--- src/rtl/rr_burst_arb_if.sv ---
// Handshake bundle between requesters/downstream port and the burst arbiter.
// The arbiter connects through the slave modport; the driving side uses master.
interface rr_burst_arb_if #(
  parameter int N = 4
);
  localparam int IDX_W = $clog2(N);

  logic [N-1:0]     req_i;
  logic [N-1:0]     last_i;
  logic             rdy_i;
  logic             gnt_vld_o;
  logic [IDX_W-1:0] gnt_idx_o;
  logic [N-1:0]     gnt_o;
  logic             beat_o;
  logic             preempt_o;

  modport slave (
    input  req_i, last_i, rdy_i,
    output gnt_vld_o, gnt_idx_o, gnt_o, beat_o, preempt_o
  );

  modport master (
    output req_i, last_i, rdy_i,
    input  gnt_vld_o, gnt_idx_o, gnt_o, beat_o, preempt_o
  );
endinterface

--- src/rtl/rr_burst_arb.sv ---
// Burst-granular round-robin arbiter: holds one requester's grant until its
// burst ends (last beat, abort or MAX_BEATS preemption), then rotates priority.

// Binary-to-one-hot decoder; codes >= W decode to all zeros.
module dec #(
  parameter int W = 4
) (
  input  logic [$clog2(W)-1:0] bin,
  output logic [W-1:0]         oh
);
  localparam int BW = $clog2(W);

  // One output bit per legal code.
  always_comb begin
    oh = '0;
    for (int i = 0; i < W; i++) begin
      oh[i] = (bin == BW'(i));
    end
  end
endmodule

// Protocol and invariant checks for the arbiter.
module rr_burst_arb_chk #(
  parameter int N = 4
) (
  input logic         clk,
  input logic         arst_n,
  input logic         vld,
  input logic [N-1:0] req,
  input logic [N-1:0] gnt
);
  a_req_known: assert property (@(posedge clk) disable iff (!arst_n)
    !vld |-> !$isunknown(req));

  a_gnt_onehot0: assert property (@(posedge clk) disable iff (!arst_n)
    $onehot0(gnt));
endmodule

module rr_burst_arb #(
  parameter int N         = 4,
  parameter int MAX_BEATS = 16
) (
  input logic           clk,
  input logic           arst_n,
  rr_burst_arb_if.slave bus
);
  localparam int IDX_W = $clog2(N);
  localparam int CNT_W = $clog2(MAX_BEATS + 1);
  localparam logic [CNT_W-1:0] CNT_LAST = CNT_W'(MAX_BEATS - 1);

  typedef enum logic [0:0] {IDLE = 1'b0, BUSY = 1'b1} state_t;

  state_t           state_q, state_d;
  logic [IDX_W-1:0] idx_q, idx_d;
  logic [IDX_W-1:0] ptr_q, ptr_d;
  logic [CNT_W-1:0] cnt_q, cnt_d;
  logic             preempt_q, preempt_d;

  logic             vld_s;
  logic             beat_s;
  logic             own_req_s;
  logic             own_last_s;
  logic             abort_s;
  logic             normal_s;
  logic             force_s;
  logic             burst_end_s;
  logic [IDX_W-1:0] nxt_ptr_s;
  logic [IDX_W:0]   idle_pick_s;
  logic [IDX_W:0]   busy_pick_s;
  logic [N-1:0]     dec_s;

  // Round-robin scan from start, optionally skipping one index; returns {found, index}.
  function automatic logic [IDX_W:0] pick(
    input logic [N-1:0]     req,
    input logic [IDX_W-1:0] start,
    input logic             excl_en,
    input logic [IDX_W-1:0] excl
  );
    logic             found;
    logic             take;
    logic [IDX_W-1:0] win;
    int               c;
    found = 1'b0;
    win   = '0;
    for (int k = 0; k < N; k++) begin
      c     = int'(start) + k;
      c     = (c >= N) ? c - N : c;
      take  = !found && req[c] && !(excl_en && (IDX_W'(c) == excl));
      win   = take ? IDX_W'(c) : win;
      found = found | take;
    end
    return {found, win};
  endfunction

  assign vld_s       = (state_q == BUSY);
  assign beat_s      = vld_s & bus.rdy_i;
  assign own_req_s   = bus.req_i[idx_q];
  assign own_last_s  = bus.last_i[idx_q];
  // Abort dominates: a dropped request ends the burst even if last/rdy are high.
  assign abort_s     = vld_s & !own_req_s;
  assign normal_s    = beat_s & own_last_s & !abort_s;
  assign force_s     = beat_s & (cnt_q == CNT_LAST) & !own_last_s & !abort_s;
  assign burst_end_s = abort_s | normal_s | force_s;
  assign nxt_ptr_s   = (idx_q == IDX_W'(N - 1)) ? '0 : idx_q + IDX_W'(1);
  assign idle_pick_s = pick(bus.req_i, ptr_q, 1'b0, '0);
  assign busy_pick_s = pick(bus.req_i, nxt_ptr_s, 1'b1, idx_q);

  // Next-state: grant acquisition, hold, burst end with back-to-back handover.
  always_comb begin
    state_d   = state_q;
    idx_d     = idx_q;
    ptr_d     = ptr_q;
    cnt_d     = cnt_q;
    preempt_d = 1'b0;
    case (state_q)
      IDLE: begin
        cnt_d = '0;
        if (idle_pick_s[IDX_W]) begin
          state_d = BUSY;
          idx_d   = idle_pick_s[IDX_W-1:0];
        end else begin
          state_d = IDLE;
        end
      end
      BUSY: begin
        if (burst_end_s) begin
          ptr_d     = nxt_ptr_s;
          cnt_d     = '0;
          preempt_d = force_s;
          if (busy_pick_s[IDX_W]) begin
            state_d = BUSY;
            idx_d   = busy_pick_s[IDX_W-1:0];
          end else begin
            state_d = IDLE;
          end
        end else if (beat_s) begin
          cnt_d = cnt_q + CNT_W'(1);
        end else begin
          cnt_d = cnt_q;
        end
      end
      default: begin
        state_d = IDLE;
        cnt_d   = '0;
      end
    endcase
  end

  // State registers.
  always_ff @(posedge clk or negedge arst_n) begin
    if (!arst_n) begin
      state_q   <= IDLE;
      idx_q     <= '0;
      ptr_q     <= '0;
      cnt_q     <= '0;
      preempt_q <= 1'b0;
    end else begin
      state_q   <= state_d;
      idx_q     <= idx_d;
      ptr_q     <= ptr_d;
      cnt_q     <= cnt_d;
      preempt_q <= preempt_d;
    end
  end

  dec #(.W(N)) u_dec (
    .bin (idx_q),
    .oh  (dec_s)
  );

  assign bus.gnt_vld_o = vld_s;
  assign bus.gnt_idx_o = idx_q;
  assign bus.gnt_o     = dec_s & {N{vld_s}};
  assign bus.beat_o    = beat_s;
  assign bus.preempt_o = preempt_q;

  rr_burst_arb_chk #(.N(N)) u_chk (
    .clk    (clk),
    .arst_n (arst_n),
    .vld    (vld_s),
    .req    (bus.req_i),
    .gnt    (bus.gnt_o)
  );
endmodule

--- src/flat_wrapper.sv ---
// flat-port wrapper written by rule: the top's interface ports become plain ports
module rr_burst_arb_flat 
#(
  parameter int N         = 4,
  parameter int MAX_BEATS = 16
)
  (clk, arst_n, bus_req_i, bus_last_i, bus_rdy_i, bus_gnt_vld_o, bus_gnt_idx_o, bus_gnt_o, bus_beat_o, bus_preempt_o);
  rr_burst_arb_if #(.N(N)) bus_i ();
  input logic clk;
  input logic arst_n;
  input wire logic [$bits(bus_i.req_i)-1:0] bus_req_i;
  input wire logic [$bits(bus_i.last_i)-1:0] bus_last_i;
  input wire logic [$bits(bus_i.rdy_i)-1:0] bus_rdy_i;
  output wire logic [$bits(bus_i.gnt_vld_o)-1:0] bus_gnt_vld_o;
  output wire logic [$bits(bus_i.gnt_idx_o)-1:0] bus_gnt_idx_o;
  output wire logic [$bits(bus_i.gnt_o)-1:0] bus_gnt_o;
  output wire logic [$bits(bus_i.beat_o)-1:0] bus_beat_o;
  output wire logic [$bits(bus_i.preempt_o)-1:0] bus_preempt_o;
  assign bus_i.req_i = bus_req_i;
  assign bus_i.last_i = bus_last_i;
  assign bus_i.rdy_i = bus_rdy_i;
  assign bus_gnt_vld_o = bus_i.gnt_vld_o;
  assign bus_gnt_idx_o = bus_i.gnt_idx_o;
  assign bus_gnt_o = bus_i.gnt_o;
  assign bus_beat_o = bus_i.beat_o;
  assign bus_preempt_o = bus_i.preempt_o;
  rr_burst_arb #(.N(N), .MAX_BEATS(MAX_BEATS)) u_core (.clk(clk), .arst_n(arst_n), .bus(bus_i));
endmodule
--- config.mk ---
export PLATFORM = sky130hd
export DESIGN_NAME = rr_burst_arb_flat
export DESIGN_NICKNAME = d
export VERILOG_FILES = /design/src/rtl/rr_burst_arb_if.sv /design/src/rtl/rr_burst_arb.sv /design/src/flat_wrapper.sv
export SDC_FILE = /design/constraint.sdc
export NUM_CORES = 1
export LEC_CHECK = 0
export ABC_AREA = 1
export BUFFER_PORTS_ARGS = -buffer_cell sky130_fd_sc_hd__buf_2
export CAP_MARGIN = 20
export CORE_MARGIN = 3
export CORE_UTILIZATION = 50
export DETAILED_ROUTE_END_ITERATION = 12
export PLACE_DENSITY = 0.82
export SYNTH_ARGS = -nofsm -noshare
export SYNTH_HDL_FRONTEND = slang
export SYNTH_HIERARCHICAL = 1
export SYNTH_SLANG_ARGS = --single-unit
--- constraint.sdc ---
create_clock -name clk -period 2.35 [get_ports clk]
set_clock_uncertainty 0.15 [all_clocks]
set_input_delay 0.1175 -clock clk [delete_from_list [all_inputs] [get_ports clk]]
set_output_delay 0.1175 -clock clk [all_outputs]
set_load 0.01 [all_outputs]
======== Word level (Yosys, flattened, before mapping) ========
Cells that the tools add are included.
storage, ports and cells
  output and inout bits ................... 9
  bits of input ports ..................... 11
  memory bits (writable) .................. 0
  word-level logic and storage cells ...... 151
  memories ................................ 0
  latch bits .............................. 0
  memory bits (read-only) ................. 0
  bits in registers ....................... 11
operators by class
  equality and inequality tests ........... 12
  add/sub/neg operators ................... 16
  $lt $le $gt $ge ......................... 17
  multipliers ............................. 0
  div/mod/pow operators ................... 0
  mux-type cells .......................... 58
  bitwise gates (word level) .............. 17
  reductions and logical operators ........ 26
  shift-type cells ........................ 0
operator list
  kind                                                         number
  less-than comparator 32 x 4 -> 1 bit, second input constant  8
  2-to-1 mux 32 bit                                            8
  >= comparator 32 x 4 -> 1 bit, second input constant         6
  subtractor 32 x 4 -> 32 bit, second input constant           6
  2-to-1 mux 2 bit                                             12
  2-to-1 mux 1 bit                                             23
  binary-select mux 1 bit (select 2 bit)                       10
  logical NOT 1 bit                                            13
  adder 2 x 2 -> 3 bit, second input constant                  4
  logical AND 1 bit                                            10
  2-to-1 mux 5 bit                                             2
  one-hot mux 5 bit (2 select lines)                           1
  equality test 2 bit                                          4
  OR 1 bit                                                     8
  subtractor 2 x 3 -> 4 bit, second input constant             2
  AND 1 bit                                                    7
  adder 2 x 1 -> 3 bit, second input constant                  2
  >= comparator 2 x 3 -> 1 bit, second input constant          2
  adder 5 x 1 -> 5 bit, second input constant                  1
  equality test 5 x 4 -> 1 bit, second input constant          1
  AND 4 bit                                                    1
  equality test 2 bit, second input constant                   2
  != test 2 bit, second input constant                         2
  one-hot mux 2 bit (2 select lines)                           1
  10 further kinds                                             10

======== Longest topological paths before layout ========
Gate-level depths: netlist of run 1.
  depth in word-level cells ............... 23
  mapped depth ............................ 16
  gate-level depth less buffers ........... 15

======== Hierarchy ========
The synthesis of run 1 kept the hierarchy.
by module, submodules not included
  module        area each (um^2)  instances  seq. area each (um^2)  cells an instance
  rr_burst_arb  1247.4            1          275.3                  211
  dec           26.3              1          0.0                    7

======== Worst setup path after synthesis of run 1 ========
OpenSTA, ideal clock, no wires.
  path kind ............................... register to register
  from .................................... register u_core.idx_q[1], in the netlist u_core/bus.gnt_idx_o[1]
  to ...................................... register u_core.idx_q[0], in the netlist u_core/bus.gnt_idx_o[0]
  data required time ...................... 2.078 ns
  slack ................................... 0.206 ns
  arrival time ............................ 1.872 ns
  buffers on the path ..................... 1
  period minus slack after synthesis ...... 2.144 ns
  cell stages (with the launch flop) ...... 16
  library setup time ...................... 0.122 ns
  cell sequence ........................... dfrtp_1 > ha_1 > buf_4 > inv_2 > nand2_1 > nand2_1 > nand2_1 > nand2_1 > nand2_1 > nand2_1 > inv_2 > nor2_1 > nand2_2 > nand3_2 > nand2_1 > a21boi_2
between the ends
  cells in the longest elaborated chain, start to end .. 23
  elaborated cells on any way between the ends .. 75
  classes of those cells .................. add/sub (8); order compare (4); eq/ne (7); mux (28); bitwise (10); reduce/logical (18)
ends and longest elaborated chain
  what                                                                                  RTL line             RTL
  start, declared                                                                       rr_burst_arb.sv:54   logic [IDX_W-1:0] idx_q, idx_d;
  start signal, assigned                                                                rr_burst_arb.sv:159  idx_q <= idx_d;
  adder 2 x 1 -> 2 bit / equality test 2 bit (equally long branches)                    rr_burst_arb.sv:104  assign nxt_ptr_s = (idx_q == IDX_W'(N - 1)) ? '0 : idx_q + IDX_W'(1);
  2-to-1 mux 2 bit (*)                                                                  rr_burst_arb.sv:104
  via u_core.nxt_ptr_s[1]                                                               rr_burst_arb.sv:67   logic [IDX_W-1:0] nxt_ptr_s;
  parallel branches: the longest is 21 deep, another holds subtractor 32 x 4 -> 32 bit  --
Mark *: on every way through the listed nets, which the timed path passes. The select of a mux whose other input is x is not followed.
A chain may end at the register's enable or synchronous reset.

======== Worst setup path after layout of run 1 ========
  from .................................... register u_core.cnt_q[0]
  to ...................................... register u_core.idx_q[0], in the netlist u_core/bus.gnt_idx_o[0]
between the ends
  cells in the longest elaborated chain, start to end .. 7
ends and longest elaborated chain
  what                           RTL line             RTL
  start, declared                rr_burst_arb.sv:56   logic [CNT_W-1:0] cnt_q, cnt_d;
  start signal, assigned         rr_burst_arb.sv:161  cnt_q <= cnt_d;
  equality test 5 x 4 -> 1 bit   rr_burst_arb.sv:102  assign force_s = beat_s & (cnt_q == CNT_LAST) & !own_last_s & !abort_s;
  AND 1 bit (3 in a row)         rr_burst_arb.sv:102
  OR 1 bit                       rr_burst_arb.sv:103  assign burst_end_s = abort_s | normal_s | force_s;
  != test 2 bit (no line)        --
  AND reduction 3 bit (no line)  --
Every way passes these cells.

==> flow_metrics.env, run 1 <==
export IMPL_slowest_delay_ns=0.41
export IMPL_cts_buffers=3
export IMPL_cts_tree="done"
export IMPL_grt_usage=0.189
export IMPL_antenna_found_initial=0
export IMPL_slew_headroom=0.688
export IMPL_final_util=0.616
export IMPL_via_per_inst=5.06
export IMPL_drtPass1Iterations=4
export IMPL_worst_pin_slew_ns=0.468
export IMPL_grt_overflow=0
export IMPL_wire_per_inst_um=10.9
export IMPL_crit_path_top_delay_cell="dfrtp_1"
export IMPL_die_x_um=56.5
export IMPL_area_delta_synth_final_pct=12.1
export IMPL_crit_buf_inv=1
export IMPL_synth_edff_count=0
export IMPL_netlist_top_cells_area="nand2_1 (28%), dfrtp_1 (22%), nand3_1 (7.1%)"
export IMPL_synthCells=218
export IMPL_port_buffers=19
export IMPL_clkSinkCount=11
export IMPL_ys_ff_latch=11
export IMPL_worstPathRequired_ns=2.35
export IMPL_synth_most_common_cell="nand2_1"
export IMPL_io_pins=20
export IMPL_synth_flop_cell="dfrtp_1"
export IMPL_routed_wl_um=2900
export IMPL_start_util=0.549
export IMPL_num_antenna_cells=0
export IMPL_synth_common_cells="nand2_1 (94), inv_1 (21), nand3_1 (18), nor2_1 (18), dfrtp_1 (11)"
export IMPL_yosys_area_top_type_share=0.277
export IMPL_ctsHtreeMaxLevel=1
export IMPL_clk_pin_slew_ns=0.07
export IMPL_via_count=1350
export IMPL_rows=17
export IMPL_fin_crit_ns=2.10
export IMPL_grt_setup_unrepaired="false"
export IMPL_clockBufferDepth=2
export IMPL_tns_ns=0
export IMPL_die_area_mm2=0.00319
export IMPL_critPathKind="reg -> reg"
export IMPL_cp_cell_sequence="ha_1 -> and3_1 -> ha_1 -> inv_1 -> nand2_1 -> a21oi_4 -> nand2_2 -> nand3_2 -> nand2_1 -> a21boi_2"
export IMPL_die_h_um=56.5
export IMPL_worstSetupEndpointType="flop"
export IMPL_hold_path_class="in -> reg"
export IMPL_timing_final_crit_share=0.894
export IMPL_drive_gt1_frac=0.209
export IMPL_drc=0
export IMPL_finalHoldViolCount=0
export IMPL_grt_max_degree=15
export IMPL_crit_arrival_ns=2.10
export IMPL_synthArstFlopShare=1.00
export IMPL_preCtsSetupSlack_ns=0.190
export IMPL_synth_top_cell_by_area="nand2_1"
export IMPL_netlist_area_mm2=0.00127
export IMPL_path_delay_family="simple AND/OR/NAND/NOR gates"
export IMPL_syn_num_nets=232
export IMPL_postCtsSetupBuffers=0
export IMPL_core_mm2=0.00232
export IMPL_drt_iter0_markers=53
export IMPL_place_hpwl_um=2220
export IMPL_nets=254
export IMPL_gp_congestion=0.882
export IMPL_clkLatencyLatePin_ns=0.26
export IMPL_grt_pass1_wl_um=5000
export IMPL_layout_setup_ws_ns=0.249
export IMPL_root_buffer="clkbuf_4"
export IMPL_drv_cap=0
export IMPL_setup_violations=0
export IMPL_slew_violations=0
export IMPL_worstSetupStartpointType="flop"
export IMPL_crit_fanout=7
export IMPL_ys_seq_area_frac=0.216
export IMPL_clock_fmax_mhz=476
export IMPL_synth_avg_cell_area_um2=5.84
export IMPL_status="completed"
export IMPL_ys_types=30
export IMPL_yosysWarnings=6
export IMPL_grt_pass1_vias=1126
export IMPL_drtAntennaViolNets=0
-- kinds of logic after synthesis --
logic type,count (synthesis),synth area share
flops,11,0.216
compound gates,18,0.0963
fa+ha+maj,3,0.0295
xor+xnor,4,0.0334
simple gates,148,0.506
buf+inv,34,0.119
-- tightest hold or removal path: cells and delay by family --
kind	cells	cell delay, ns
buf+inv	1	0.11
simple gates	2	0.12
compound gates	1	0.07
-- metrics by stage --
step	area (µm²)	std cells	hold slack [ns]
final	1430	267	0.0545
after detailed placement	1380	262	-0.155
after global routing	1430	267	0.0744
after global placement	1380	262	-0.157
after floorplan	1270	218	-0.328
after CTS	1420	267	0.0402
-- state kept, by name, indices dropped and copies added (netlist names) --
name,count
u_core/bus.gnt_vld_o,1
u_core/bus.gnt_idx_o,2
u_core/ptr_q,2
u_core/cnt_q,5
u_core/bus.preempt_o,1
-- layer usage --
metal  global-route usage  part of all wire
met1                0.274              0.49
met2                0.297              0.46
met3               0.0207             0.047
met4               0.0475                 0
met5                    0                 0
-- final cells by class --
type,instances,area [µm²]
fillers,232,891
multi-input cells,173,860
flip-flops and latches,11,275
repair buffers,22,120
inverters,29,111
well taps,28,35.0
clock buffers,4,26.3
-- cells in the final DEF, fill, tap and decap left out, types with 2 or more instances in the layout --
cell type / instances
nand2_2: 7
ha_1: 2
a21oi_2: 2
nand2_1: 94
nand3_2: 3
nand4_1: 4
a21oi_1: 2
buf_2: 19
nor2_1: 18
xor2_1: 2
inv_1: 21
o21ai_1: 3
nand3_1: 18
buf_4: 2
clkbuf_4: 3
inv_2: 6
dfrtp_1: 11
o21ai_0: 7
-- final timing paths --
kind                                             start  cells after the start                             endpoint  slack (ns)
min in group asynchronous                       arst_n                      2          u_core/cnt_q[2]$_DFFE_PN0P_        0.11
min reg2reg                u_core/cnt_q[4]$_DFFE_PN0P_                      2          u_core/cnt_q[4]$_DFFE_PN0P_        0.37
max reg2reg                u_core/cnt_q[0]$_DFFE_PN0P_                     10  u_core/bus.gnt_idx_o[0]$_DFFE_PN0P_        0.25
min                                          bus_rdy_i                      4          u_core/cnt_q[0]$_DFFE_PN0P_        0.05
max                        u_core/cnt_q[0]$_DFFE_PN0P_                     10  u_core/bus.gnt_idx_o[0]$_DFFE_PN0P_        0.25
max in group asynchronous                       arst_n                      2       u_core/bus.gnt_vld_o$_DFF_PN0_        1.74
-- timing repair --
action                                 in CTS  in global routing
hold buffers                                1                  0
setup endpoints to repair                   0                  2
endpoints found under the hold margin      11                  0
resized for setup                           0                  2
Power of run 1 is not shown: default switching activity piles up to over one toggle a cycle in this logic, so the estimate is an artifact.
==> run 2, diff against run 1 <==
CORE_UTILIZATION = 51   (was 50)
PLACE_DENSITY = 0.83   (was 0.82)
==> run 2 against run 1 <==
Effect of this change:
- first-iteration DRC count is 7.5% higher
- critical path depth increased by 3
- global-route usage shrank 0.80 points
- routed wire length shrank 4.4%
- via count fell by 1.3%
- clock-buffer cell count unchanged
- non-clock buffer count unchanged
- worst hold slack got worse by 0.0014 ns
- core utilization up 0.13 points
- sequential share of layout area rose by 0.14 points
- register-to-register slack worse by 0.04 ns
- critical path type unchanged
- largest cell class unchanged
==> flow_metrics.env, run 2 (synthesized netlist as in run 1, its figures left out) <==
export IMPL_status="completed"
export IMPL_via_per_inst=4.99
export IMPL_met3WireLength_um=142
export IMPL_drtAntennaViolNets=0
export IMPL_grt_pass1_vias=1089
export IMPL_crit_fanout=8
export IMPL_largest_reg_flops=5
export IMPL_wirelength_met1_um=1420
export IMPL_io_pins=20
export IMPL_via_count=1332
export IMPL_drc=0
export IMPL_regArea_um2=275
export IMPL_nFillCells=235
export IMPL_ff2ff_setup_slack_ns=0.21
export IMPL_gp_congestion=0.897
export IMPL_path_delay_family="simple AND/OR/NAND/NOR gates"
export IMPL_clockBufferDepth=2
export IMPL_min_path_cells=4
export IMPL_hold_path_class="in -> reg"
export IMPL_instances_no_fill=267
export IMPL_area_delta_synth_final_pct=11.3
export IMPL_wl_met2_um=1210
export IMPL_grt_setup_unrepaired="false"
export IMPL_crit_buf_inv=1
export IMPL_core_mm2=0.00230
export IMPL_die_h_um=56.0
export IMPL_wire_per_inst_um=10.4
export IMPL_place_hpwl_um=2190
export IMPL_reg2reg_to="u_core/bus.gnt_idx_o[0]$_DFFE_PN0P_"
export IMPL_layout_setup_ws_ns=0.214
export IMPL_slew_violations=0
export IMPL_rows=17
export IMPL_cts_tree="done"
export IMPL_drtPass1Iterations=4
export IMPL_drt_iter0_markers=57
export IMPL_crit_top_cell="nand2_1"
export IMPL_tns_ns=0
export IMPL_grt_usage=0.181
export IMPL_worstSetupStartpointType="flop"
export IMPL_timing_final_crit_share=0.909
export IMPL_mostFrequentLayoutCells="nand2_1 (94), inv_1 (21), buf_2 (19)"
export IMPL_routed_wl_um=2770
export IMPL_root_buffer="clkbuf_4"
export IMPL_worstHoldEndpoint="u_core/cnt_q[0]$_DFFE_PN0P_"
export IMPL_setup_violations=0
export IMPL_worst_pin_slew_ns=0.476
export IMPL_top_layer="met3"
export IMPL_critPathKind="reg -> reg"
export IMPL_crit_arrival_ns=2.14
export IMPL_die_x_um=56.0
export IMPL_start_util=0.554
export IMPL_crit_path_top_delay_cell="ha_2"
export IMPL_multi_input_area_um2=850
export IMPL_clk_pin_slew_ns=0.07
export IMPL_finalHoldViolCount=0
export IMPL_grt_overflow=0
export IMPL_fin_crit_ns=2.14
export IMPL_largest_register="u_core/cnt_q"
export IMPL_drv_cap=0
export IMPL_final_util=0.617
export IMPL_ff2ff_path_depth=13
export IMPL_worstSetupEndpointType="flop"
export IMPL_slew_headroom=0.682
export IMPL_slowest_delay_ns=0.41
export IMPL_cts_buffers=3
export IMPL_port_buffers=19
export IMPL_preCtsSetupSlack_ns=0.198
export IMPL_layout_commonest_cell="nand2_1"
export IMPL_clock_fmax_mhz=468
export IMPL_antenna_found_initial=0
export IMPL_die_area_mm2=0.00313
export IMPL_grt_max_degree=15
export IMPL_dp_cells=262
export IMPL_drive_gt1_frac=0.209
export IMPL_cp_cell_sequence="ha_2 -> inv_2 -> nand2_1 -> nand2_1 -> nand2_1 -> nand3_1 -> nand2_2 -> nand2_2 -> nor2_2 -> nand2_2 -> nand3_2 -> nand2_1 -> a21boi_2"
export IMPL_regToRegStartpoint="u_core/bus.gnt_idx_o[1]$_DFFE_PN0P_"
export IMPL_nets=254
export IMPL_num_antenna_cells=0
export IMPL_clkLatencyLatePin_ns=0.26
export IMPL_worstPathRequired_ns=2.36
export IMPL_hold_start="bus_rdy_i"
export IMPL_clkSinkCount=11
export IMPL_ctsHtreeMaxLevel=1
export IMPL_grt_pass1_wl_um=4800
-- run 2: cell count changes in the layout (fill, tap and decap cells not counted) --
cell	delta
ha_2	+1
ha_4	-1
-- run 2: worst reg2reg max path, delay by kind of cell (launching register included) --
| kind | cells | cell delay [ns] |
|---|---|---|
| AOI/OAI and AO/OA | 1 | 0.14 |
| adders and majority gates | 1 | 0.41 |
| buffers and inverters | 1 | 0.10 |
| DFF | 1 | 0.38 |
| and+or+nand+nor | 10 | 0.84 |
-- run 2: worst max-delay path by stage --
stage                                              startpoint                                  end  slack (ns)  cells after the start
after floorplan           u_core/bus.gnt_idx_o[1]$_DFFE_PN0P_  u_core/bus.gnt_idx_o[0]$_DFFE_PN0P_        0.21                     15
after global placement    u_core/bus.gnt_idx_o[1]$_DFFE_PN0P_  u_core/bus.gnt_idx_o[0]$_DFFE_PN0P_        0.26                     13
after detailed placement  u_core/bus.gnt_idx_o[0]$_DFFE_PN0P_  u_core/bus.gnt_idx_o[0]$_DFFE_PN0P_        0.20                     13
after CTS                 u_core/bus.gnt_idx_o[0]$_DFFE_PN0P_  u_core/bus.gnt_idx_o[0]$_DFFE_PN0P_        0.19                     13
after global routing      u_core/bus.gnt_idx_o[1]$_DFFE_PN0P_  u_core/bus.gnt_idx_o[0]$_DFFE_PN0P_        0.01                     13
final                     u_core/bus.gnt_idx_o[1]$_DFFE_PN0P_  u_core/bus.gnt_idx_o[0]$_DFFE_PN0P_        0.21                     13
-- run 2: metrics by stage --
stage	hold WS, ns	instance area (µm²)
detailed placement	-0.152	1380
floorplan	-0.328	1270
CTS	0.0407	1420
global placement	-0.153	1380
finish	0.0531	1420
global route	0.0641	1420
-- run 2: final cells by class --
type / instances / area share
inverters: 29 / 0.0786
multi-input cells: 173 / 0.599
well taps: 28 / 0.0247
clock buffers: 4 / 0.0185
repair buffers: 22 / 0.0847
flip-flops and latches: 11 / 0.194
-- run 2: timing repair --
action	in CTS	in global routing
hold endpoints to repair	11	0
hold buffers	1	0
setup endpoints to repair	0	2
gates resized for setup	0	1
buffers inserted	0	0
-- run 2: metal layers --
layer	track usage	vias up
met5	0	-
met4	0.0102	0
met3	0.0348	0
met2	0.269	38
met1	0.282	577
li1	-	717
Power of run 2 is left out for the same reason.
